[src/rtl/clock_pkg.sv]
// rtl/clock_pkg.sv - shared states, blink encodings and BCD helpers for the clock time-set block
package clock_pkg;

  typedef enum logic [1:0] {
    RUN    = 2'd0,
    SET_HH = 2'd1,
    SET_MM = 2'd2
  } state_t;

  localparam logic [1:0] BLINK_NONE = 2'b00;
  localparam logic [1:0] BLINK_HH   = 2'b01;
  localparam logic [1:0] BLINK_MM   = 2'b10;

  localparam logic [7:0] HH_MAX = 8'h23;
  localparam logic [7:0] MM_MAX = 8'h59;

  function automatic logic [7:0] bcd_inc(input logic [7:0] v, input logic [7:0] lim);
    if (v == lim)
      return 8'h00;
    else if (v[3:0] == 4'h9)
      return {v[7:4] + 4'h1, 4'h0};
    else
      return v + 8'h01;
  endfunction

  // With both nibbles valid, a plain binary compare orders BCD values correctly.
  function automatic logic [7:0] bcd_sanitize(input logic [7:0] v, input logic [7:0] lim);
    if (v[7:4] > 4'h9 || v[3:0] > 4'h9 || v > lim)
      return 8'h00;
    else
      return v;
  endfunction

endpackage

[src/rtl/btn_debounce.sv]
// rtl/btn_debounce.sv - two-flop synchronizer, debounce counter and rising-edge pulse for one button
module btn_debounce #(
  parameter int DEBOUNCE_CYCLES = 16
) (
  input  logic clk,
  input  logic rst,
  input  logic i_btn,
  output logic o_level,
  output logic o_rise
);

  localparam int CW = $clog2(DEBOUNCE_CYCLES);
  localparam logic [CW-1:0] CNT_LAST = CW'(DEBOUNCE_CYCLES - 1);

  logic          r_sync0;
  logic          r_sync1;
  logic          r_level;
  logic          r_rise;
  logic [CW-1:0] r_cnt;

  // Any sample matching the current level restarts the run of differing samples.
  always_ff @(posedge clk) begin
    if (rst) begin
      r_sync0 <= 1'b0;
      r_sync1 <= 1'b0;
      r_level <= 1'b0;
      r_rise  <= 1'b0;
      r_cnt   <= '0;
    end else begin
      r_sync0 <= i_btn;
      r_sync1 <= r_sync0;
      r_rise  <= 1'b0;
      if (r_sync1 != r_level) begin
        if (r_cnt == CNT_LAST) begin
          r_level <= r_sync1;
          r_rise  <= r_sync1;
          r_cnt   <= '0;
        end else begin
          r_cnt <= r_cnt + 1'b1;
        end
      end else begin
        r_cnt <= '0;
      end
    end
  end

  assign o_level = r_level;
  assign o_rise  = r_rise;

endmodule

[src/rtl/clock_time_set.sv]
// rtl/clock_time_set.sv - hour/minute edit FSM with load strobe; AUTO_REPEAT_EN enables inc auto-repeat
module clock_time_set
  import clock_pkg::*;
#(
  parameter int DEBOUNCE_CYCLES = 16,
  parameter int REPEAT_DELAY    = 64,
  parameter int REPEAT_PERIOD   = 16
) (
  input  logic       clk,
  input  logic       rst,
  input  logic       btn_mode,
  input  logic       btn_inc,
  input  logic [7:0] cur_hh,
  input  logic [7:0] cur_mm,
  output logic [7:0] set_hh,
  output logic [7:0] set_mm,
  output logic       load,
  output logic       setting,
  output logic [1:0] blink_sel
);

`ifdef AUTO_REPEAT_EN
  localparam bit REP_EN = 1'b1;
`else
  localparam bit REP_EN = 1'b0;
`endif

  localparam int RMAX = (REPEAT_DELAY > REPEAT_PERIOD) ? REPEAT_DELAY : REPEAT_PERIOD;
  localparam int RW   = $clog2(RMAX + 1);
  localparam logic [RW-1:0] DLY_LAST = RW'(REPEAT_DELAY - 1);
  localparam logic [RW-1:0] PER_LAST = RW'(REPEAT_PERIOD - 1);

  logic w_unused_mode_level;
  logic w_mode_rise;
  logic w_inc_level;
  logic w_inc_rise;
  logic w_inc_evt;

  state_t        r_state;
  logic [7:0]    r_set_hh;
  logic [7:0]    r_set_mm;
  logic          r_load;
  logic          r_setting;
  logic [1:0]    r_blink;
  logic [RW-1:0] r_rep_cnt;
  logic          r_rep_armed;
  logic          r_rep_pulse;

  btn_debounce #(.DEBOUNCE_CYCLES(DEBOUNCE_CYCLES)) u_db_mode (
    .clk     (clk),
    .rst     (rst),
    .i_btn   (btn_mode),
    .o_level (w_unused_mode_level),
    .o_rise  (w_mode_rise)
  );

  btn_debounce #(.DEBOUNCE_CYCLES(DEBOUNCE_CYCLES)) u_db_inc (
    .clk     (clk),
    .rst     (rst),
    .i_btn   (btn_inc),
    .o_level (w_inc_level),
    .o_rise  (w_inc_rise)
  );

  // Repeat timer runs only while inc is held in an edit state; a mode event restarts it.
  always_ff @(posedge clk) begin
    if (rst || !REP_EN || r_state == RUN || !w_inc_level || w_mode_rise) begin
      r_rep_cnt   <= '0;
      r_rep_armed <= 1'b0;
      r_rep_pulse <= 1'b0;
    end else begin
      r_rep_pulse <= 1'b0;
      if (!r_rep_armed && r_rep_cnt == DLY_LAST) begin
        r_rep_pulse <= 1'b1;
        r_rep_armed <= 1'b1;
        r_rep_cnt   <= '0;
      end else if (r_rep_armed && r_rep_cnt == PER_LAST) begin
        r_rep_pulse <= 1'b1;
        r_rep_cnt   <= '0;
      end else begin
        r_rep_cnt <= r_rep_cnt + 1'b1;
      end
    end
  end

  assign w_inc_evt = w_inc_rise | r_rep_pulse;

  always_ff @(posedge clk) begin
    if (rst) begin
      r_state   <= RUN;
      r_set_hh  <= 8'h00;
      r_set_mm  <= 8'h00;
      r_load    <= 1'b0;
      r_setting <= 1'b0;
      r_blink   <= BLINK_NONE;
    end else begin
      r_load <= 1'b0;
      case (r_state)
        RUN: begin
          if (w_mode_rise) begin
            r_state   <= SET_HH;
            r_set_hh  <= bcd_sanitize(cur_hh, HH_MAX);
            r_set_mm  <= bcd_sanitize(cur_mm, MM_MAX);
            r_setting <= 1'b1;
            r_blink   <= BLINK_HH;
          end
        end
        SET_HH: begin
          if (w_mode_rise) begin
            r_state <= SET_MM;
            r_blink <= BLINK_MM;
          end else if (w_inc_evt) begin
            r_set_hh <= bcd_inc(r_set_hh, HH_MAX);
          end
        end
        SET_MM: begin
          if (w_mode_rise) begin
            r_state   <= RUN;
            r_load    <= 1'b1;
            r_setting <= 1'b0;
            r_blink   <= BLINK_NONE;
          end else if (w_inc_evt) begin
            r_set_mm <= bcd_inc(r_set_mm, MM_MAX);
          end
        end
        default: begin
          r_state   <= RUN;
          r_setting <= 1'b0;
          r_blink   <= BLINK_NONE;
        end
      endcase
    end
  end

  assign set_hh    = r_set_hh;
  assign set_mm    = r_set_mm;
  assign load      = r_load;
  assign setting   = r_setting;
  assign blink_sel = r_blink;

endmodule

[config.mk]
export PLATFORM = sky130hd
export DESIGN_NAME = clock_time_set
export DESIGN_NICKNAME = d
export VERILOG_FILES = /design/src/rtl/clock_pkg.sv /design/src/rtl/btn_debounce.sv /design/src/rtl/clock_time_set.sv
export SDC_FILE = /design/constraint.sdc
export NUM_CORES = 1
export LEC_CHECK = 0
export ABC_AREA = 1
export BUFFER_PORTS_ARGS = -buffer_cell sky130_fd_sc_hd__buf_4
export CAP_MARGIN = 10
export CORE_MARGIN = 5
export CORE_UTILIZATION = 54
export DETAILED_ROUTE_END_ITERATION = 8
export PLACE_DENSITY = 0.79
export RECOVER_POWER = 50
export SLEW_MARGIN = 10
export SYNTH_ARGS = -nofsm -noshare
export SYNTH_HDL_FRONTEND = slang
export SYNTH_SLANG_ARGS = --single-unit
[constraint.sdc]
create_clock -name clk -period 1.55 [get_ports clk]
set_input_delay 0.31 -clock clk [delete_from_list [all_inputs] [get_ports clk]]
set_output_delay 0.31 -clock clk [all_outputs]
set_load 0.01 [all_outputs]
# Word-level counts from Yosys, hierarchy flattened
# Cells that the tools add are included.
# totals
register_bits	36
latch_bits	0
ram_bits	0
romBits	0
inputBits	20
out_inout_bits	20
elab_cells	90
mem_count	0
# op_classes
n_addsub	6
mul	0
n_div	0
magnitude_cmp	6
eq_ne	17
shift	0
n_mux	22
n_bitwise	6
reduce_logical	18
# ops
operator	n
8-bit two-way mux	12
8-bit case mux with 2 select lines	2
4-bit by 1-bit adder with 4-bit output (second input constant)	4
8-bit by 1-bit adder with 8-bit output (second input constant)	2
4-bit equality test (second input constant)	4
4-bit greater-than comparator (second input constant)	4
3-bit OR reduction	4
2-bit by 1-bit != test with 1-bit output (second input constant)	5
8-bit by 6-bit equality test with 1-bit output (second input constant)	1
8-bit by 7-bit equality test with 1-bit output (second input constant)	1
8-bit by 6-bit greater-than comparator with 1-bit output (second input constant)	1
8-bit by 7-bit greater-than comparator with 1-bit output (second input constant)	1
4-bit AND reduction	2
2-bit two-way mux	3
1-bit inverter	6
2-bit case mux with 3 select lines	1
3-bit AND reduction	2
1-bit logical OR	4
2-bit != test (second input constant)	2
2-bit AND reduction	2
2-bit nonzero test	2
1-bit two-way mux	3
1-bit case mux with 3 select lines	1
2-bit by 1-bit equality test with 1-bit output (second input constant)	1
4 further kinds	5

# Logic depth before layout (Yosys ltp)
# Gate-level depths: netlist (run 1).
# logic_depth
depth_word	6
ltp_mapped	12
ltp_nobuf	12

# Hierarchy
# From an unflattened synthesis (run 1), not the netlist that was laid out.
# unflattened
cells_unflattened	320
hier_area_um2	2098.3
# by_module_without_submodules
mod	n_inst	cells_per_inst	area_each_um2	seq_area_each_um2
clock_time_set	1	248	1492.7	400.4
btn_debounce	2	36	302.8	160.2

# Worst setup path after synthesis (run 1)
# OpenSTA, ideal clock, no wires.
# synth_timing
path_type	reg-to-reg
start	reg r_set_hh[0] (netlist: set_hh[0])
end	reg r_set_hh[6] (netlist: set_hh[6])
setup_time_ns	0.121
arrival_ns	1.327
required_time_ns	1.429
slack_ns	0.102
stages_incl_launch_ff	8
n_path_buf	0
period_less_slack_ns	1.448
cell_sequence	dfxtp_1 > ha_1 > nand2_1 > nand3b_1 > nand2_1 > inv_1 > o21ai_0 > nor2_1
# synth_between
elab_chain_cells	6
elab_cells_between_ends	8
cone_classes	add/sub: 1; eq/ne: 2; mux: 5
# synth_lines
item	line	source
start: declaration	clock_time_set.sv:40	logic [7:0] r_set_hh;
start signal: assignment	clock_time_set.sv:102	r_set_hh <= bcd_sanitize(cur_hh, HH_MAX);
start signal: assignment	clock_time_set.sv:113	r_set_hh <= bcd_inc(r_set_hh, HH_MAX);
8-bit by 1-bit adder with 8-bit output / 4-bit equality test (equally long branches)	clock_pkg.sv:23, clock_pkg.sv:20	
8-bit two-way mux	clock_pkg.sv:20	else if (v[3:0] == 4'h9)
8-bit two-way mux (*)	clock_pkg.sv:18	if (v == lim)
8-bit two-way mux (*)	clock_time_set.sv:112	end else if (w_inc_evt) begin
8-bit two-way mux (*)	clock_time_set.sv:109	if (w_mode_rise) begin
8-bit case mux with 2 select lines (*)	clock_time_set.sv:98	case (r_state)
# Every way passes the cells marked *; elsewhere a longest branch is shown, timed or not. The select of a mux whose other input is x is not followed.
# A chain may end at the register's enable or synchronous reset.

# Worst setup path in the final report (run 1)
# layout_timing
start	reg r_set_hh[1] (netlist: set_hh[1])
end	reg r_set_hh[4] (netlist: set_hh[4])
# Same word-level chain as after synthesis.

==> flow_summary.json, run 1 <==
{
  "drive_above_1_share_pct": 18.8,
  "initial_core_util_pct": 55.2,
  "worst_pin_slew_ns": 0.580,
  "p_clk_share_pct": 39.4,
  "area_growth_pct": 24.4,
  "ys_ff_latch": 36,
  "die_x_um": 70.7,
  "numPlacedInstances": 382,
  "diodes": 0,
  "grt_usage_pct": 18.4,
  "crit_type": "register to register",
  "hold_viol": 0,
  "clock_sink_count": 36,
  "hold_ws_ns": 0.226,
  "vias_per_cell": 4.96,
  "reg2reg_depth": 12,
  "wl_per_cell_um": 11.3,
  "routabilityCongestion": 0.848,
  "worstHoldPathType": "input pin to register",
  "syn-cell-area_mm2": 0.00199,
  "final_cells": 393,
  "hold_path_depth": 3,
  "p_seq_share_pct": 55.2,
  "cp.buffers_inverters": 3,
  "num_io_pins": 40,
  "fin_ws_ns": 0.139,
  "p_switching_mw": 0.398,
  "drv_slew": 0,
  "drc": 0,
  "cts_made_buffers": 5,
  "final_common_cell": "nand2_1",
  "ys_types": 26,
  "p_leak_nw": 1.17,
  "max_stage_delay_ns": 0.40,
  "grt_max_degree": 15,
  "yosys_warnings": 0,
  "crit_cells": 12,
  "crit_family": "simple AND/OR/NAND/NOR gates",
  "cts_buffer_depth": 2,
  "skew_ns": 0.00820,
  "mostFrequentLayoutCells": "nand2_1, buf_4, nor2_1, inv_1",
  "setup_viol": 0,
  "rsz0062_at_grt": "no",
  "rows": 22,
  "dr.pass1.iters": 4,
  "syn_nets": 319,
  "antenna_found_initial": 0,
  "die_h_um": 70.7,
  "synth_cells": 289,
  "timing.critical_path.mode_cell": "nand2_1",
  "clock_latency_ns": 0.29,
  "p_int_mw": 1.30,
  "path_cells": "inv_1, ha_1, nand2_1, nor2_4, inv_2, nand2_1, nand2_1, nand2_1, nand2_1, nand3_1, nand2_1, inv_1",
  "grt_pass1_vias": 1765,
  "cp_max_fo": 6,
  "path_clk_slew_ns": 0.07,
  "grt-ovfl-total": 0,
  "num_vias": 1951,
  "io_buffers": 39,
  "dpl-instance-area_mm2": 0.00239,
  "drt_iter0_drc": 122,
  "crit_arrival_ns": 1.60,
  "grt_pass1_wl_mm": 7.58,
  "start_kind": "register",
  "hold_buffers": 0,
  "power_mw": 1.69,
  "design.die.area_mm2": 0.00500,
  "period_minus_slack_ns": 1.41,
  "ys_seq_area_share_pct": 36.2,
  "core_mm2": 0.00361,
  "final_cell_area_mm2": 0.00247,
  "end_kind": "register",
  "fin_util_pct": 68.6,
  "dp_slack_ns": 0.112,
  "max_freq_mhz": 709,
  "cts_root_buffer": "clkbuf_8",
  "slew_headroom_pct": 61.3,
  "cts_tree": "yes",
  "crit_slowest_cell": "dfxtp_1",
  "drv_cap": 0,
  "outcome": "complete, no violations",
  "syn_avg_cell_area_um2": 6.88,
  "layout.nets": 374,
  "power.share.combinational_pct": 5.4,
  "dp_hpwl_mm": 3.38,
  "finalCritPeriodShare_pct": 91.1,
  "powerDensity_mw_per_mm2": 684,
  "tns_ns": 0,
  "vdd_drop_max_uv": 800,
  "cts_max_level": 2,
  "ant_nets": 0,
  "p_sw_share_pct": 23.5,
  "postRouteWirelength_mm": 4.44,
  "worstPathRequired_ns": 1.74
}
[cells by family (layout without fill, tap and decap cells)]
group                      Yosys count  count (layout)  synth area share (%)
and+or+nand+nor                    156             156                  35.5
buffers and inverters               46             102                  9.56
DFF                                 36              36                  36.2
adders and majority gates           10              10                  6.29
AOI/OAI and AO/OA                   34              34                  9.37
xor gates and xnor gates             7               7                  3.08
[timing repair]
action                                 in CTS  in global routing
gates resized for setup                     0                  4
endpoints found under the hold margin       0                  0
buffers inserted                            0                  3
setup endpoints to repair                   0                 14
[cells in the mapped netlist]
cell type,n,area [um2]
a21oi_1,14,70.1
a21oi_4,1,16.3
a31oi_1,2,12.5
buf_2,2,10.0
buf_6,2,22.5
clkbuf_1,1,3.75
dfxtp_1,36,721
ha_1,10,125
inv_1,39,146
inv_2,2,7.51
nand2_1,56,210
nand2_2,2,12.5
nand3_1,35,175
nand3_2,2,20.0
nand3b_1,3,22.5
nand4_1,7,43.8
nor2_1,40,150
nor2_4,2,22.5
nor3_1,6,30.0
nor4_1,1,6.26
o21a_1,1,7.51
o21ai_0,15,75.1
o21ai_1,1,5.00
or2_2,2,12.5
xnor2_1,2,17.5
xor2_1,5,43.8
[tightest hold or removal path: cells and delay by family]
| family | cells | cell delay (ns) |
|---|---|---|
| buffers and inverters | 2 | 0.11 |
| AND/OR/NAND/NOR | 1 | 0.06 |
[cell type report]
cell class              count  area, um2
clock buffers               5       68.8
well taps                  48       60.1
repair buffers             53        360
clock inverters             3       23.8
fillers                   339       1130
flip-flops and latches     36        722
multi-input cells         207       1090
inverters                  41        154
[final timing paths]
path	to	slack (ns)	from
worst min register to register	u_db_inc.r_sync1	0.41	u_db_inc.r_sync0
worst min-delay path	u_db_inc.r_sync0	0.23	btn_inc
worst max register to register	set_hh[4]	0.14	set_hh[1]
worst max-delay path	set_hh[4]	0.14	set_hh[1]
[sequential cells by signal, summed over array words and instances, names as in the netlist, 2 cells and up]
register / cells
set_hh: 8
u_db_mode.r_cnt: 4
u_db_inc.r_cnt: 4
blink_sel: 2
set_mm: 8
[power groups by stage]
| stage | Clock (mW) | Sequential, mW | Combinational (mW) |
|---|---|---|---|
| final | 0.668 | 0.934 | 0.0917 |
| after global routing | 0.733 | 0.935 | 0.103 |
| after CTS | 0.700 | 0.934 | 0.0938 |
| after detailed placement | 0 | 0.956 | 0.0935 |
| after global placement | 0 | 0.956 | 0.0919 |
| after floorplan | 0 | 0.955 | 0.0366 |
[metal layers]
layer  vias up  track usage, %  part of all wire (%)
met5         -               0                     0
met4         0            7.31                   1.1
met3         5            4.40                   6.4
met2        40            29.2                    46
met1       863            24.0                    47
li1       1043               -                     -
Note: power is estimated with default switching activity, not from simulation.
==> run 2: changes to the inputs <==
--- a/config.mk
+++ b/config.mk
@@ -8,6 +8,7 @@
 export ABC_AREA = 1
 export BUFFER_PORTS_ARGS = -buffer_cell sky130_fd_sc_hd__buf_4
 export CAP_MARGIN = 10
+export CORE_ASPECT_RATIO = 1.5
 export CORE_MARGIN = 5
 export CORE_UTILIZATION = 54
 export DETAILED_ROUTE_END_ITERATION = 8
==> run 2 against run 1 <==
Combinational power fell by 4.8%. Via count rose by 3.2%. Global-route usage rose by 2.0 points. Final cell count fell by 2.0%. First-iteration DRC count fell by 50%. Clock-buffer cell count rose by 2. Sequential share of layout area rose by 0.20 points. Utilization fell by 0.51 points. Clock skew fell by 0.0015 ns. Critical endpoint unchanged. Highest routed layer unchanged.
==> flow_summary.json, run 2 (synthesis gave the netlist of run 1 again) <==
{
  "grt_pass1_vias": 1936,
  "numPlacedInstances": 377,
  "skew_ns": 0.00668,
  "core_mm2": 0.00361,
  "vdd_drop_max_uv": 605,
  "final_cells": 385,
  "cts_made_buffers": 5,
  "antenna_found_initial": 0,
  "finalCritPeriodShare_pct": 90.6,
  "end_kind": "register",
  "r2r-start": "set_hh[1]",
  "min-delay-start": "btn_mode",
  "outcome": "complete, no violations",
  "drc": 0,
  "start_kind": "register",
  "max_stage_delay_ns": 0.38,
  "reg2reg_slack_ns": 0.15,
  "drt_iter0_drc": 61,
  "io_buffers": 39,
  "grt_pass1_wl_mm": 8.07,
  "cts_root_buffer": "clkbuf_8",
  "cts_buffer_depth": 2,
  "reg2reg_depth": 12,
  "mostFrequentLayoutCells": "nand2_1, buf_4, nor2_1, inv_1, nand3_1",
  "die_h_um": 84.3,
  "path_cells": "inv_1, ha_1, nand2_1, nor2_4, inv_2, nand2_1, nand2_1, nand2_1, nand2_1, nand3_1, nand2_1, inv_1",
  "crit_slowest_cell": "dfxtp_1",
  "worstHoldPathType": "input pin to register",
  "slew_headroom_pct": 61.8,
  "cp_max_fo": 6,
  "initial_core_util_pct": 55.0,
  "power_mw": 1.73,
  "grtUsageMet3_pct": 4.62,
  "grt_use_met1_pct": 20.0,
  "rows": 27,
  "hold_path_depth": 3,
  "worstPathRequired_ns": 1.74,
  "diodes": 0,
  "cts_max_level": 2,
  "cts_tree": "yes",
  "clock_sink_count": 36,
  "clock_latency_ns": 0.29,
  "multiInputGateArea_mm2": 0.00109,
  "wl_per_cell_um": 12.3,
  "dp_slack_ns": 0.0972,
  "fin_ws_ns": 0.146,
  "period_minus_slack_ns": 1.40,
  "dr.pass1.iters": 4,
  "postRouteWirelength_mm": 4.75,
  "num_vias": 2014,
  "max_freq_mhz": 712,
  "p_leak_nw": 1.17,
  "fillers": 339,
  "path_clk_slew_ns": 0.07,
  "min_to": "u_db_mode.r_sync0",
  "crit_arrival_ns": 1.60,
  "r2r_end": "set_hh[4]",
  "drv_slew": 0,
  "powerDensity_mw_per_mm2": 704,
  "use_met2_pct": 37.7,
  "grt.busiest_layer": "met2",
  "setup_viol": 0,
  "hold_viol": 0,
  "area_growth_pct": 23.8,
  "grt_max_degree": 15,
  "design.die.area_mm2": 0.00502,
  "routabilityCongestion": 0.905,
  "final_common_cell": "nand2_1",
  "layout.nets": 372,
  "seq_area_um2": 723,
  "ant_nets": 0,
  "worst_pin_slew_ns": 0.572,
  "fin_util_pct": 68.1,
  "die_x_um": 59.6,
  "num_io_pins": 40,
  "hold_ws_ns": 0.224,
  "drv_cap": 0,
  "crit_type": "register to register",
  "grt-ovfl-total": 0,
  "drive_above_1_share_pct": 18.7,
  "timing.critical_path.mode_cell": "nand2_1",
  "grt_usage_pct": 20.4,
  "vias_per_cell": 5.23,
  "dp_hpwl_mm": 3.76
}
==> run 2: routing by layer <==
layer,up-vias,share of wire [%]
li1,1039,-
met3,14,4.2
met2,42,55
met4,0,3.1
met1,919,38
met5,-,0
==> run 2: worst max-delay path by stage <==
stage                       startpoint   endpoint  slack [ns]  depth (start not counted)
after CTS                    set_hh[4]  set_hh[7]        0.08                          8
after floorplan              set_hh[0]  set_hh[6]        0.10                          7
after global routing         set_hh[4]  set_hh[4]      -0.004                         10
after global placement    blink_sel[0]  set_mm[7]        0.14                          9
final                        set_hh[1]  set_hh[4]        0.15                         12
after detailed placement     set_hh[4]  set_hh[7]         0.1                          8
==> run 2: through the flow <==
stage / cell area [um2] / TNS (ns)
after CTS: 2480 / 0
after global placement: 2380 / 0
after floorplan: 1990 / 0
after detailed placement: 2380 / 0
after global routing: 2460 / -0.00640
final: 2460 / 0
==> run 2: critical path, delay by kind of cell (launching register included) <==
| family | cells | cell delay (ns) |
|---|---|---|
| AND/OR/NAND/NOR | 8 | 0.55 |
| adder cells (fa/ha/maj) | 1 | 0.17 |
| flip-flops | 1 | 0.38 |
| buffers and inverters | 3 | 0.22 |
==> run 2: final cells by class <==
class                      instances  area share [%]
inverter                          41            6.25
sequential                        36            29.4
tap                               43            2.18
multi-input combinational        207            44.3
clock buffer                       7            3.91
timing repair buffer              51            14.0
==> run 2: power by group <==
part           leakage, nW  switching [mW]  internal [mW]
Combinational        0.829          0.0434         0.0439
Sequential           0.292         0.00352          0.931
Clock               0.0503           0.315          0.395
==> run 2: what timing repair did <==
item,CTS,global route
setup buffers,0,1
hold buffers,0,0
resized for setup,0,6
hold endpoints to repair,0,0
endpoints found under the setup margin,0,6
==> run 3: changes to the inputs <==
--- a/config.mk
+++ b/config.mk
@@ -7,12 +7,14 @@
 export LEC_CHECK = 0
 export ABC_AREA = 1
 export BUFFER_PORTS_ARGS = -buffer_cell sky130_fd_sc_hd__buf_4
-export CAP_MARGIN = 10
+export CAP_MARGIN = 20
+export CELL_PAD_IN_SITES_DETAIL_PLACEMENT = 1
+export CELL_PAD_IN_SITES_GLOBAL_PLACEMENT = 2
 export CORE_ASPECT_RATIO = 1.5
 export CORE_MARGIN = 5
-export CORE_UTILIZATION = 54
+export CORE_UTILIZATION = 30
 export DETAILED_ROUTE_END_ITERATION = 8
-export PLACE_DENSITY = 0.79
+export PLACE_DENSITY_LB_ADDON = 0.1
 export RECOVER_POWER = 50
 export SLEW_MARGIN = 10
 export SYNTH_ARGS = -nofsm -noshare
==> run 3 against run 2 <==
Utilization decreased by 28 points. Clock power increased by 17%. Combinational power increased by 8.2%. Sequential share of layout area decreased by 1.7 points. Global-route usage decreased by 6.2 points. Power increased by 7.3%. Die area increased by 67%. Critical path depth decreased by 4. Maximum frequency increased by 0.12%. Setup slack improved by 0.0017 ns. Register-to-register slack about the same. Clock-buffer cell count decreased by 2.
==> flow_summary.json, run 3 (synthesis gave the netlist of run 1 again) <==
{
  "outcome": "complete, no violations",
  "start_kind": "register",
  "path_clk_slew_ns": 0.08,
  "drive_above_1_share_pct": 19.9,
  "drt_iter0_drc": 30,
  "final_common_cell": "nand2_1",
  "p_leak_nw": 1.22,
  "clock_sink_count": 36,
  "final_cell_area_mm2": 0.00260,
  "slew_headroom_pct": 58.7,
  "fin_ws_ns": 0.148,
  "cts_buffer_depth": 2,
  "io_buffers": 39,
  "grt_pass1_wl_mm": 9.60,
  "num_io_pins": 40,
  "fin_util_pct": 40.1,
  "num_vias": 2083,
  "cts_tree": "yes",
  "routabilityCongestion": 0.774,
  "diodes": 0,
  "tns_ns": 0,
  "mostFrequentLayoutCells": "nand2_1, buf_4, nor2_1, inv_1, dfxtp_1",
  "dp_slack_ns": 0.0340,
  "setup_viol": 0,
  "path_cells": "ha_1, nand3_2, nand2_1, nand2_1, nand3_1, nand3_1, nand3_1, inv_1",
  "ant_nets": 0,
  "die_h_um": 110,
  "crit_arrival_ns": 1.60,
  "initial_core_util_pct": 30.7,
  "rows": 36,
  "skew_ns": 0.00745,
  "drv_cap": 0,
  "dpl-instance-area_mm2": 0.00248,
  "dp_hpwl_mm": 4.74,
  "vdd_drop_max_uv": 801,
  "cts_root_buffer": "clkbuf_8",
  "crit_type": "register to register",
  "drc": 0,
  "cts_made_buffers": 5,
  "finalCritPeriodShare_pct": 90.5,
  "grt_usage_pct": 14.2,
  "period_minus_slack_ns": 1.40,
  "antenna_found_initial": 0,
  "die_x_um": 76.5,
  "worstPathRequired_ns": 1.74,
  "area_growth_pct": 30.8,
  "hold_ws_ns": 0.224,
  "cp_max_fo": 6,
  "power_mw": 1.86,
  "timing.critical_path.mode_cell": "nand3_1",
  "final_cells": 428,
  "postRouteWirelength_mm": 5.75,
  "max_stage_delay_ns": 0.40,
  "grt_max_degree": 15,
  "layout.nets": 381,
  "reg2reg_slack_ns": 0.15,
  "core_mm2": 0.00649,
  "hold_viol": 0,
  "drv_slew": 0,
  "grt_pass1_vias": 2054,
  "powerDensity_mw_per_mm2": 714,
  "cts_max_level": 2,
  "max_freq_mhz": 713,
  "dr.pass1.iters": 4,
  "worst_pin_slew_ns": 0.619,
  "grt-ovfl-total": 0,
  "worstHoldPathType": "input pin to register",
  "wl_per_cell_um": 13.4,
  "fillers": 866,
  "clock_latency_ns": 0.29,
  "vias_per_cell": 4.87,
  "end_kind": "register",
  "rsz0062_at_grt": "no",
  "design.die.area_mm2": 0.00839,
  "crit_slowest_cell": "dfxtp_1",
  "numPlacedInstances": 418
}
-- run 3: worst max-delay path, delay by kind of cell (launching register included) --
family / cells / cell delay [ns]
DFF: 1 / 0.40
buffers and inverters: 1 / 0.04
adders and majority gates: 1 / 0.20
and+or+nand+nor: 6 / 0.67
-- run 3: final timing paths --
| path | start | end | depth (start not counted) |
|---|---|---|---|
| setup / recovery | set_mm[0] | set_mm[4] | 8 |
| setup reg to reg | set_mm[0] | set_mm[4] | 8 |
| hold reg to reg | u_db_mode.r_sync0 | u_db_mode.r_sync1 | 2 |
| hold / removal | btn_inc | u_db_inc.r_sync0 | 3 |
-- run 3: cell type report --
cell class                      count  area [um2]  share of cell area [%]
Multi-Input combinational cell    207        1080                    41.5
Sequential cell                    36         721                    27.7
Timing Repair Buffer               60         442                    17.0
Inverter                           41         154                    5.92
Tap cell                           76        95.1                    3.66
Clock buffer                        5        68.8                    2.65
Clock inverter                      3        42.5                    1.64
-- run 3: metal layers --
metal | share of wire [%] | wire length [um] | vias to the layer above | global-route usage (%)
li1 | - | - | 1054 | -
met1 | 37 | 2100 | 980 | 13.5
met2 | 59 | 3400 | 38 | 29.9
met3 | 2.7 | 157 | 11 | 2.46
met4 | 1.5 | 84 | 0 | 4.50
met5 | 0 | 0 | - | 0
-- run 3: where the power goes --
| part | internal (mW) | switching, mW |
|---|---|---|
| clock network | 0.476 | 0.354 |
| registers | 0.930 | 0.00364 |
| logic | 0.0481 | 0.0463 |
| total | 1.45 | 0.404 |
-- run 3: what timing repair did --
action                                  in CTS  in global routing
gates resized for setup                      0                  2
endpoints found under the setup margin       0                  8
buffers inserted                             0                  2
hold buffers                                 0                  0
